==> src/rtl/alu_arbiter_pkg.sv <==
// Shared types and constants for the two-requester ALU arbiter.
// RV32I funct3 one-hot bit positions and the request bundle seen by the arbiter.
package alu_arbiter_pkg;

  localparam int XLEN_DEF = 32;
  localparam int TAGW_DEF = 4;

  // Bit index into the one-hot funct3 field (ALU name / branch name).
  localparam int F3_ADD_BEQ  = 0;
  localparam int F3_SLL_BNE  = 1;
  localparam int F3_SLT      = 2;
  localparam int F3_SLTU     = 3;
  localparam int F3_XOR_BLT  = 4;
  localparam int F3_SR_BGE   = 5;
  localparam int F3_OR_BLTU  = 6;
  localparam int F3_AND_BGEU = 7;

  // funct7 bit that selects SUB over ADD and SRA over SRL.
  localparam int F7_ALT = 5;

  typedef struct packed {
    logic                isALUimm;
    logic                isALUreg;
    logic                isBranch;
    logic [7:0]          funct3oh;
    logic [6:0]          funct7;
    logic [XLEN_DEF-1:0] rs1;
    logic [XLEN_DEF-1:0] rs2;
    logic [TAGW_DEF-1:0] tag;
  } req_t;

endpackage

==> src/rtl/alu_arbiter_rr_arb2.sv <==
// Two-input round-robin grant. When both request, the one not granted last wins;
// last_grant only moves when the caller reports an accepted grant.
module rr_arb2 (
  input  logic       clk,
  input  logic       rst_n,
  input  logic [1:0] req_i,
  input  logic       accept_i,
  output logic       grant_valid_o,
  output logic       grant_o
);

  logic last_grant_q;
  logic last_grant_d;

  always_comb begin
    grant_valid_o = |req_i;
    grant_o       = 1'b0;
    case (req_i)
      2'b10:   grant_o = 1'b1;
      2'b11:   grant_o = ~last_grant_q;
      default: grant_o = 1'b0;
    endcase
    last_grant_d = accept_i ? grant_o : last_grant_q;
  end

  // Reset to 1 so requester 0 wins the first contested cycle.
  always_ff @(posedge clk or negedge rst_n) begin
    if (!rst_n) begin
      last_grant_q <= 1'b1;
    end else begin
      last_grant_q <= last_grant_d;
    end
  end

endmodule

==> src/rtl/alu_arbiter.sv <==
// Shares one combinational RV32I ALU between two requesters with a registered,
// backpressured one-entry response stage. Optional counters under ALU_ARB_PERF_EN.
module alu_arbiter
  import alu_arbiter_pkg::*;
#(
  parameter int XLEN = XLEN_DEF,
  parameter int TAGW = TAGW_DEF
) (
  input  logic              clk,
  input  logic              rst_n,
  input  logic [1:0]        req_valid,
  output logic [1:0]        req_ready,
  input  logic [1:0]        req_isALUimm,
  input  logic [1:0]        req_isALUreg,
  input  logic [1:0]        req_isBranch,
  input  logic [15:0]       req_funct3oh,
  input  logic [13:0]       req_funct7,
  input  logic [2*XLEN-1:0] req_rs1,
  input  logic [2*XLEN-1:0] req_rs2,
  input  logic [2*TAGW-1:0] req_tag,
  output logic              alu_isALUimm,
  output logic              alu_isALUreg,
  output logic              alu_isBranch,
  output logic [7:0]        alu_funct3oh,
  output logic [6:0]        alu_funct7,
  output logic [XLEN-1:0]   alu_rs1,
  output logic [XLEN-1:0]   alu_rs2,
  input  logic [XLEN-1:0]   alu_result,
  input  logic              alu_correct,
  output logic              rsp_valid,
  input  logic              rsp_ready,
  output logic              rsp_id,
  output logic [TAGW-1:0]   rsp_tag,
  output logic [XLEN-1:0]   rsp_result,
  output logic              rsp_correct
`ifdef ALU_ARB_PERF_EN
  ,
  output logic [31:0]       perf_grant0,
  output logic [31:0]       perf_grant1,
  output logic [31:0]       perf_stall
`endif
);

  req_t req [2];
  req_t sel;
  logic grant_valid;
  logic grant;
  logic can_accept;
  logic accept;

  logic            rsp_valid_q;
  logic            rsp_id_q;
  logic [TAGW-1:0] rsp_tag_q;
  logic [XLEN-1:0] rsp_result_q;
  logic            rsp_correct_q;

  always_comb begin
    for (int i = 0; i < 2; i++) begin
      req[i]          = '0;
      req[i].isALUimm = req_isALUimm[i];
      req[i].isALUreg = req_isALUreg[i];
      req[i].isBranch = req_isBranch[i];
      req[i].funct3oh = req_funct3oh[8*i +: 8];
      req[i].funct7   = req_funct7[7*i +: 7];
      req[i].rs1      = req_rs1[XLEN*i +: XLEN];
      req[i].rs2      = req_rs2[XLEN*i +: XLEN];
      req[i].tag      = req_tag[TAGW*i +: TAGW];
    end
  end

  rr_arb2 u_arb (
    .clk          (clk),
    .rst_n        (rst_n),
    .req_i        (req_valid),
    .accept_i     (accept),
    .grant_valid_o(grant_valid),
    .grant_o      (grant)
  );

  // Handshake: req_valid[i] & req_ready[i] on a rising edge transfers request i.
  // rsp_valid & rsp_ready on a rising edge consumes the response entry.
  assign can_accept = ~rsp_valid_q | rsp_ready;
  assign accept     = grant_valid & can_accept;

  always_comb begin
    req_ready = 2'b00;
    if (accept) req_ready[grant] = 1'b1;
  end

  // The ALU sees the granted request even while stalled; with no grant it idles on zeros.
  always_comb begin
    sel = '0;
    if (grant_valid) sel = req[grant];
  end

  assign alu_isALUimm = sel.isALUimm;
  assign alu_isALUreg = sel.isALUreg;
  assign alu_isBranch = sel.isBranch;
  assign alu_funct3oh = sel.funct3oh;
  assign alu_funct7   = sel.funct7;
  assign alu_rs1      = sel.rs1;
  assign alu_rs2      = sel.rs2;

  always_ff @(posedge clk or negedge rst_n) begin
    if (!rst_n) begin
      rsp_valid_q   <= 1'b0;
      rsp_id_q      <= 1'b0;
      rsp_tag_q     <= '0;
      rsp_result_q  <= '0;
      rsp_correct_q <= 1'b0;
    end else if (accept) begin
      rsp_valid_q   <= 1'b1;
      rsp_id_q      <= grant;
      rsp_tag_q     <= sel.tag;
      rsp_result_q  <= alu_result;
      rsp_correct_q <= alu_correct;
    end else if (rsp_valid_q && rsp_ready) begin
      rsp_valid_q   <= 1'b0;
    end
  end

  assign rsp_valid   = rsp_valid_q;
  assign rsp_id      = rsp_id_q;
  assign rsp_tag     = rsp_tag_q;
  assign rsp_result  = rsp_result_q;
  assign rsp_correct = rsp_correct_q;

`ifdef ALU_ARB_PERF_EN
  logic [31:0] perf_grant0_q;
  logic [31:0] perf_grant1_q;
  logic [31:0] perf_stall_q;

  // Counters wrap naturally at 2^32.
  always_ff @(posedge clk or negedge rst_n) begin
    if (!rst_n) begin
      perf_grant0_q <= '0;
      perf_grant1_q <= '0;
      perf_stall_q  <= '0;
    end else begin
      if (accept && !grant) perf_grant0_q <= perf_grant0_q + 32'd1;
      if (accept && grant)  perf_grant1_q <= perf_grant1_q + 32'd1;
      if ((|req_valid) && !can_accept) perf_stall_q <= perf_stall_q + 32'd1;
    end
  end

  assign perf_grant0 = perf_grant0_q;
  assign perf_grant1 = perf_grant1_q;
  assign perf_stall  = perf_stall_q;
`endif

endmodule

==> config.mk <==
export PLATFORM = sky130hd
export DESIGN_NAME = alu_arbiter
export DESIGN_NICKNAME = d
export VERILOG_FILES = /design/src/rtl/alu_arbiter_pkg.sv /design/src/rtl/alu_arbiter_rr_arb2.sv /design/src/rtl/alu_arbiter.sv
export SDC_FILE = /design/constraint.sdc
export NUM_CORES = 1
export LEC_CHECK = 0
export CAP_MARGIN = 20
export CELL_PAD_IN_SITES_DETAIL_PLACEMENT = 2
export CELL_PAD_IN_SITES_GLOBAL_PLACEMENT = 2
export CORE_ASPECT_RATIO = 0.75
export CORE_UTILIZATION = 15
export CTS_CLUSTER_SIZE = 24
export DETAILED_ROUTE_END_ITERATION = 6
export HOLD_SLACK_MARGIN = 0.03
export PLACE_DENSITY = 0.91
export SLEW_MARGIN = 20
export SYNTH_ARGS = -nofsm -noshare
export SYNTH_HDL_FRONTEND = slang
export SYNTH_SLANG_ARGS = --single-unit
==> constraint.sdc <==
create_clock -name clk -period 3.25 [get_ports clk]
set_input_delay 0.4875 -clock clk [delete_from_list [all_inputs] [get_ports clk]]
set_output_delay 0.4875 -clock clk [all_outputs]
set_load 0.01 [all_outputs]
Word-level counts from Yosys, hierarchy flattened
Cells that the tools add are included.
- bits in registers: 40
- logic and storage cells: 30
- input port bits: 210
- reductions and logical operators: 4
- $lt $le $gt $ge: 3
- muxes and demuxes: 10
- equality and inequality tests: 2
- bitwise gates (word level): 5
- operators with widths (cell ; number):
    $mux W86 ; 4
    $eq A2 B2 Y1 const B ; 2
    $mux W1 ; 3
    $ge A2 B2 Y1 const B ; 1
    $logic_and A1 B1 Y1 ; 2
    $lt A1 B2 Y1 const B ; 1
    $mux W2 ; 1
    $not A1 Y1 ; 2
    $not A1 Y2 ; 1
    $pmux W1 S2 ; 1
    $reduce_bool A2 Y1 ; 1
    $reduce_or A2 Y1 ; 1
    $and A1 B1 Y1 ; 1
    $demux W1 S1 ; 1
    $ge A1 B1 Y1 const B ; 1
    $or A1 B1 Y1 ; 1

Logic depth before layout (Yosys ltp)
Gate-level depths: netlist of run 1.
- depth after elaboration: 7
- mapped depth: 7

Hierarchy
From an unflattened synthesis of run 1, not the netlist that was laid out.
- cell total of the unflattened synthesis: 362
- area total of the unflattened synthesis: 3669.8 um^2
- by module, submodules not included (module ; cells each ; sequential area each (um^2) ; times used ; area an instance (um^2)):
    alu_arbiter ; 358 ; 975.9 ; 1 ; 3611.0
    rr_arb2 ; 4 ; 26.3 ; 1 ; 58.8

Worst setup path after synthesis of run 1
No wires, ideal clock.
- kind: input to output
- from: input port req_valid[1]
- to: output port alu_funct7[0]
- path buffers: 4
- stages on the path: 7
- arrival time: 1.384 ns
- setup slack: 1.379 ns
- path through: a21boi_4 buf_4 buf_6 buf_6 nand2_1 o21ai_0 buf_4
- RTL lines (what ; line ; RTL):
    start: declaration ; alu_arbiter.sv:11 ; input logic [1:0] req_valid,
    end: declaration ; alu_arbiter.sv:25 ; output logic [6:0] alu_funct7,

Worst setup path in the final report of run 1
- from: input port req_valid[1]
- to: output port alu_rs1[12]
- cells in the longest elaborated chain, start to end: 7
- elaborated cells between the ends (all ways): 9
- classes of those cells: eq/ne (2); mux (5); bitwise (1); reduce/logical (1)
- ends and longest elaborated chain (what ; line ; RTL):
    $eq A2 B2 Y1 ; alu_arbiter_rr_arb2.sv:18 ; case (req_i)
    $pmux W1 S2 ; alu_arbiter_rr_arb2.sv:18 ;
    $not A1 Y2 (implied by the code) ; alu_arbiter.sv:93 ; if (grant_valid) sel = req[grant];
    $mux W86 (implied by the code) (3 in a row) ; alu_arbiter.sv:93 ;
    $mux W86 (*) ; alu_arbiter.sv:93 ;
    end: declaration ; alu_arbiter.sv:26 ; output logic [XLEN-1:0] alu_rs1,
Every way passes the cells marked *; elsewhere a longest branch is shown, timed or not. The select of a mux whose other input is x is not followed.

==> summary.txt, run 1 <==
CTS
  • Hold buffers post-CTS: 0
  • CTS Buffer Depth: 2
  • CTS tree: done
  • Clock-pin slew on the worst setup and hold paths: 0.06 ns
  • Clock sinks: 40
  • Post-CTS setup buffer count: 0
  • Clock Latency Late Sink: 0.28 ns
  • CTS root buffer: clkbuf_16
  • # resized after CTS: 0
  • Cts bufs inserted: 5
  • H-tree Lvls: 2

Final layout
  • N_diodes: 0
  • Storage element area: 1002 sq um
  • Final Instance Area: 6467 sq um
  • Fin util: 0.3013
  • Layout area overhead: 93.67%
  • Multi-input gate area in the final layout: 1559 sq um
  • Final Net Count: 893
  • Fill cells: 2,435
  • Layout cell share with drive strength beyond 1: 0.07760

STA
  • Final setup skew: 0.005141 ns
  • Unrepaired setup endpoints after global routing: false
  • Slew headroom: 0.3986
  • Max frequency: 0.3377 GHz
  • Hold Slack: 0.3311 ns
  • Min cycle time layout: 2.961 ns
  • Endpoints failing hold: 0
  • Worst-margin pin slew: 0.9021 ns
  • Period Utilization, post-route: 0.9112
  • Final Setup Violations: 0
  • Final Max Slew Viols: 0
  • Setup_tns: 0 ns

Pwr
  • Part of the power in the clock network: 0.227
  • Flop pwr share: 0.292
  • Internal power: 1.469 mW
  • Worst IR drop on VDD: 193.1 uV
  • Net switching share of the total power: 0.2987
  • Static leakage: 2.515 nW
  • Switch Pwr: 0.6260 mW
  • Power Dens Cells: 324.0 nW/um^2
  • Combinational fraction of design power: 0.481

Outcome
  • Status: completed

Synth
  • Combinational family with the most area after synthesis: buffers and inverters
  • Post-synthesis mux area share: 0.1113
  • Asr flop ratio synth: 1.000
  • Cell count after synthesis: 447
  • Cell variety after synth: 20
  • Post-synthesis instance area: 3339 sq um
  • Adder-cell share of the synthesized area: 0
  • EDFF count, synth: 0
  • Ys flop type: dfrtp_1
  • Sequential area share after synthesis: 0.3001
  • Synthesis Warnings: 0
  • Synthesized area per cell: 7.471 sq um
  • Synth area leaders: dfrtp_1 29%, buf_4 19%, nand2_1 19%, mux2_2 11%, o21ai_0 11%
  • Cell accounting for the most synthesized area: dfrtp_1
  • #FFs+latches synth: 40
  • Commonest cells in the netlist: 165 x nand2_1, 83 x buf_4, 72 x o21ai_0
  • Count leader, synth: nand2_1
  • Post-Synth Simple-Gate Area: 0.2091
  • Synthesized net count: 657
  • Compound-Gate Fraction of Synth Area: 0.1465
  • Yosys top cell area share: 0.2922
  • Post-synthesis xor/xnor area fraction: 0

Setup path
  • Worst reg-to-reg path cell count: 4
  • Worst Path Class, Setup: in -> out
  • CP Max Fanout: 69
  • CP max stage delay: 0.61 ns
  • Cell mode on critical path: clkdlybuf4s50_1
  • R2R setup slack: 1.62 ns
  • Startpoint types: input port
  • Reg2reg end: rsp_result[29]
  • Worst r2r src: rsp_valid
  • Slowest-stage cell, CP: clkdlybuf4s50_1
  • CP cell instances: clkdlybuf4s50_1, a21boi_4, buf_12, nand2_1, o21ai_0, clkdlybuf4s50_1
  • Arrival time at the worst endpoint: 2.47 ns
  • Worst path required time: 2.76 ns
  • Crit. End Element: output pin

Detailed routing
  • DR DRC count: 0
  • Drt wl/cell: 16.26 um
  • Antenna Nets Post-Route: 0
  • Vias: 3,860
  • Drt first pass iters: 4
  • Routed WL: 15.79 mm
  • DR vias/cell: 3.975
  • DRT iter0 DRCs: 138

Job
  • Max_cap viols: 0

Global routing
  • Global-route wire length before repair: 24.03 mm
  • Initial antenna violation count: 0
  • Largest net degree at the start of global routing: 70
  • Remaining global-route overflow: 0
  • Number of global-route vias before repair: 4,334
  • Gr usage total: 0.1337

Die
  • Full die area: 22,870 sq um
  • Initial Utilization: 0.1556
  • Die Y: 131.2 um
  • Number of core rows: 46
  • Die W: 174.3 um
  • Io pins: 333
  • Core area: 21,470 sq um

Placement
  • GPL Wtd Cong: 0.7373
  • PortBufs: 332
  • Placed Area: 6330 sq um
  • Hpwl dp: 13.11 mm

Hold path
  • Hold Crit Class: in -> async
kinds of logic after synthesis:
logic type,after synthesis
AND/OR/NAND/NOR,175
buffers and inverters,109
AO/OA/AOI/OAI,90
flip-flops,40
multiplexers,33
stage by stage:
step	total power, mW	setup slack [ns]	cells
4_1_cts	2.135	0.2351	971
3_3_place_gp	1.603	0.3089	964
6_report	2.095	0.2886	971
2_1_floorplan	1.084	1.379	447
3_5_place_dp	1.645	0.2361	964
5_1_grt	2.214	0.1761	971
layer usage:
layer	routed length (um)	GRT usage
met1	6160	0.1465
met5	0	0
met3	1163	0.03270
met2	8210	0.2545
met4	255	0.03216
cells in the final DEF, fill, tap and decap left out:
master | synthesis | final
nand2_1 | 165 | 165
clkinvlp_4 | 0 | 1
buf_12 | 0 | 4
dfstp_2 | 1 | 1
a221o_1 | 4 | 4
dfrtp_1 | 39 | 39
buf_4 | 83 | 2
o21ai_1 | 11 | 11
clkbuf_16 | 0 | 5
nor3_4 | 1 | 1
clkdlybuf4s50_1 | 0 | 330
o21ai_0 | 72 | 72
a21boi_4 | 1 | 1
nor2_4 | 1 | 1
mux2_2 | 33 | 33
and3_1 | 4 | 4
nand2b_1 | 1 | 1
a21o_1 | 2 | 2
clkinv_2 | 0 | 1
buf_2 | 4 | 2
nor2_2 | 1 | 1
and2_1 | 1 | 1
and2b_1 | 1 | 1
area by class of cell:
cell class / instances / share of cell area
flip-flops and latches: 40 / 0.1550
repair buffers: 338 / 0.5270
clock inverters: 2 / 0.001935
clock buffers: 5 / 0.01935
well taps: 288 / 0.05572
multi-input cells: 298 / 0.2411
power groups by stage:
stage	sequential (mW)	clock, mW	combinational [mW]
2_1_floorplan	0.647	0	0.437
6_report	0.612	0.475	1.01
4_1_cts	0.614	0.491	1.03
3_5_place_dp	0.623	0	1.02
3_3_place_gp	0.613	0	0.991
5_1_grt	0.621	0.511	1.08
worst max-delay path, delay by kind of cell:
family          cells  cell delay, ns
compound gates      2            0.45
buf+inv             3            1.41
simple gates        1            0.10
flip-flops by register name, summed over array words and instances, names as in the netlist:
signal and count:
rsp_tag 4, u_arb.last_grant_q 1, rsp_result 32, rsp_id 1, rsp_correct 1, rsp_valid 1
worst max-delay path by stage:
stage / start / endpoint / slack, ns / depth (start not counted)
after floorplan: req_valid[1] / alu_funct7[0] / 1.38 / 7
after global placement: req_valid[1] / alu_rs2[17] / 0.31 / 6
after detailed placement: req_valid[1] / alu_rs1[12] / 0.24 / 6
after CTS: req_valid[1] / alu_rs1[12] / 0.24 / 6
after global routing: req_valid[1] / alu_rs1[12] / 0.18 / 6
final: req_valid[1] / alu_rs1[12] / 0.29 / 6
(Power assumes the default switching activity.)
==> run 2, diff against run 1 <==
--- a/config.mk
+++ b/config.mk
@@ -5,7 +5,6 @@
 export SDC_FILE = /design/constraint.sdc
 export NUM_CORES = 1
 export LEC_CHECK = 0
-export CAP_MARGIN = 20
 export CELL_PAD_IN_SITES_DETAIL_PLACEMENT = 2
 export CELL_PAD_IN_SITES_GLOBAL_PLACEMENT = 2
 export CORE_ASPECT_RATIO = 0.75
==> results of run 2 <==
Final layout, timing and power as in run 1 (identical DEF).
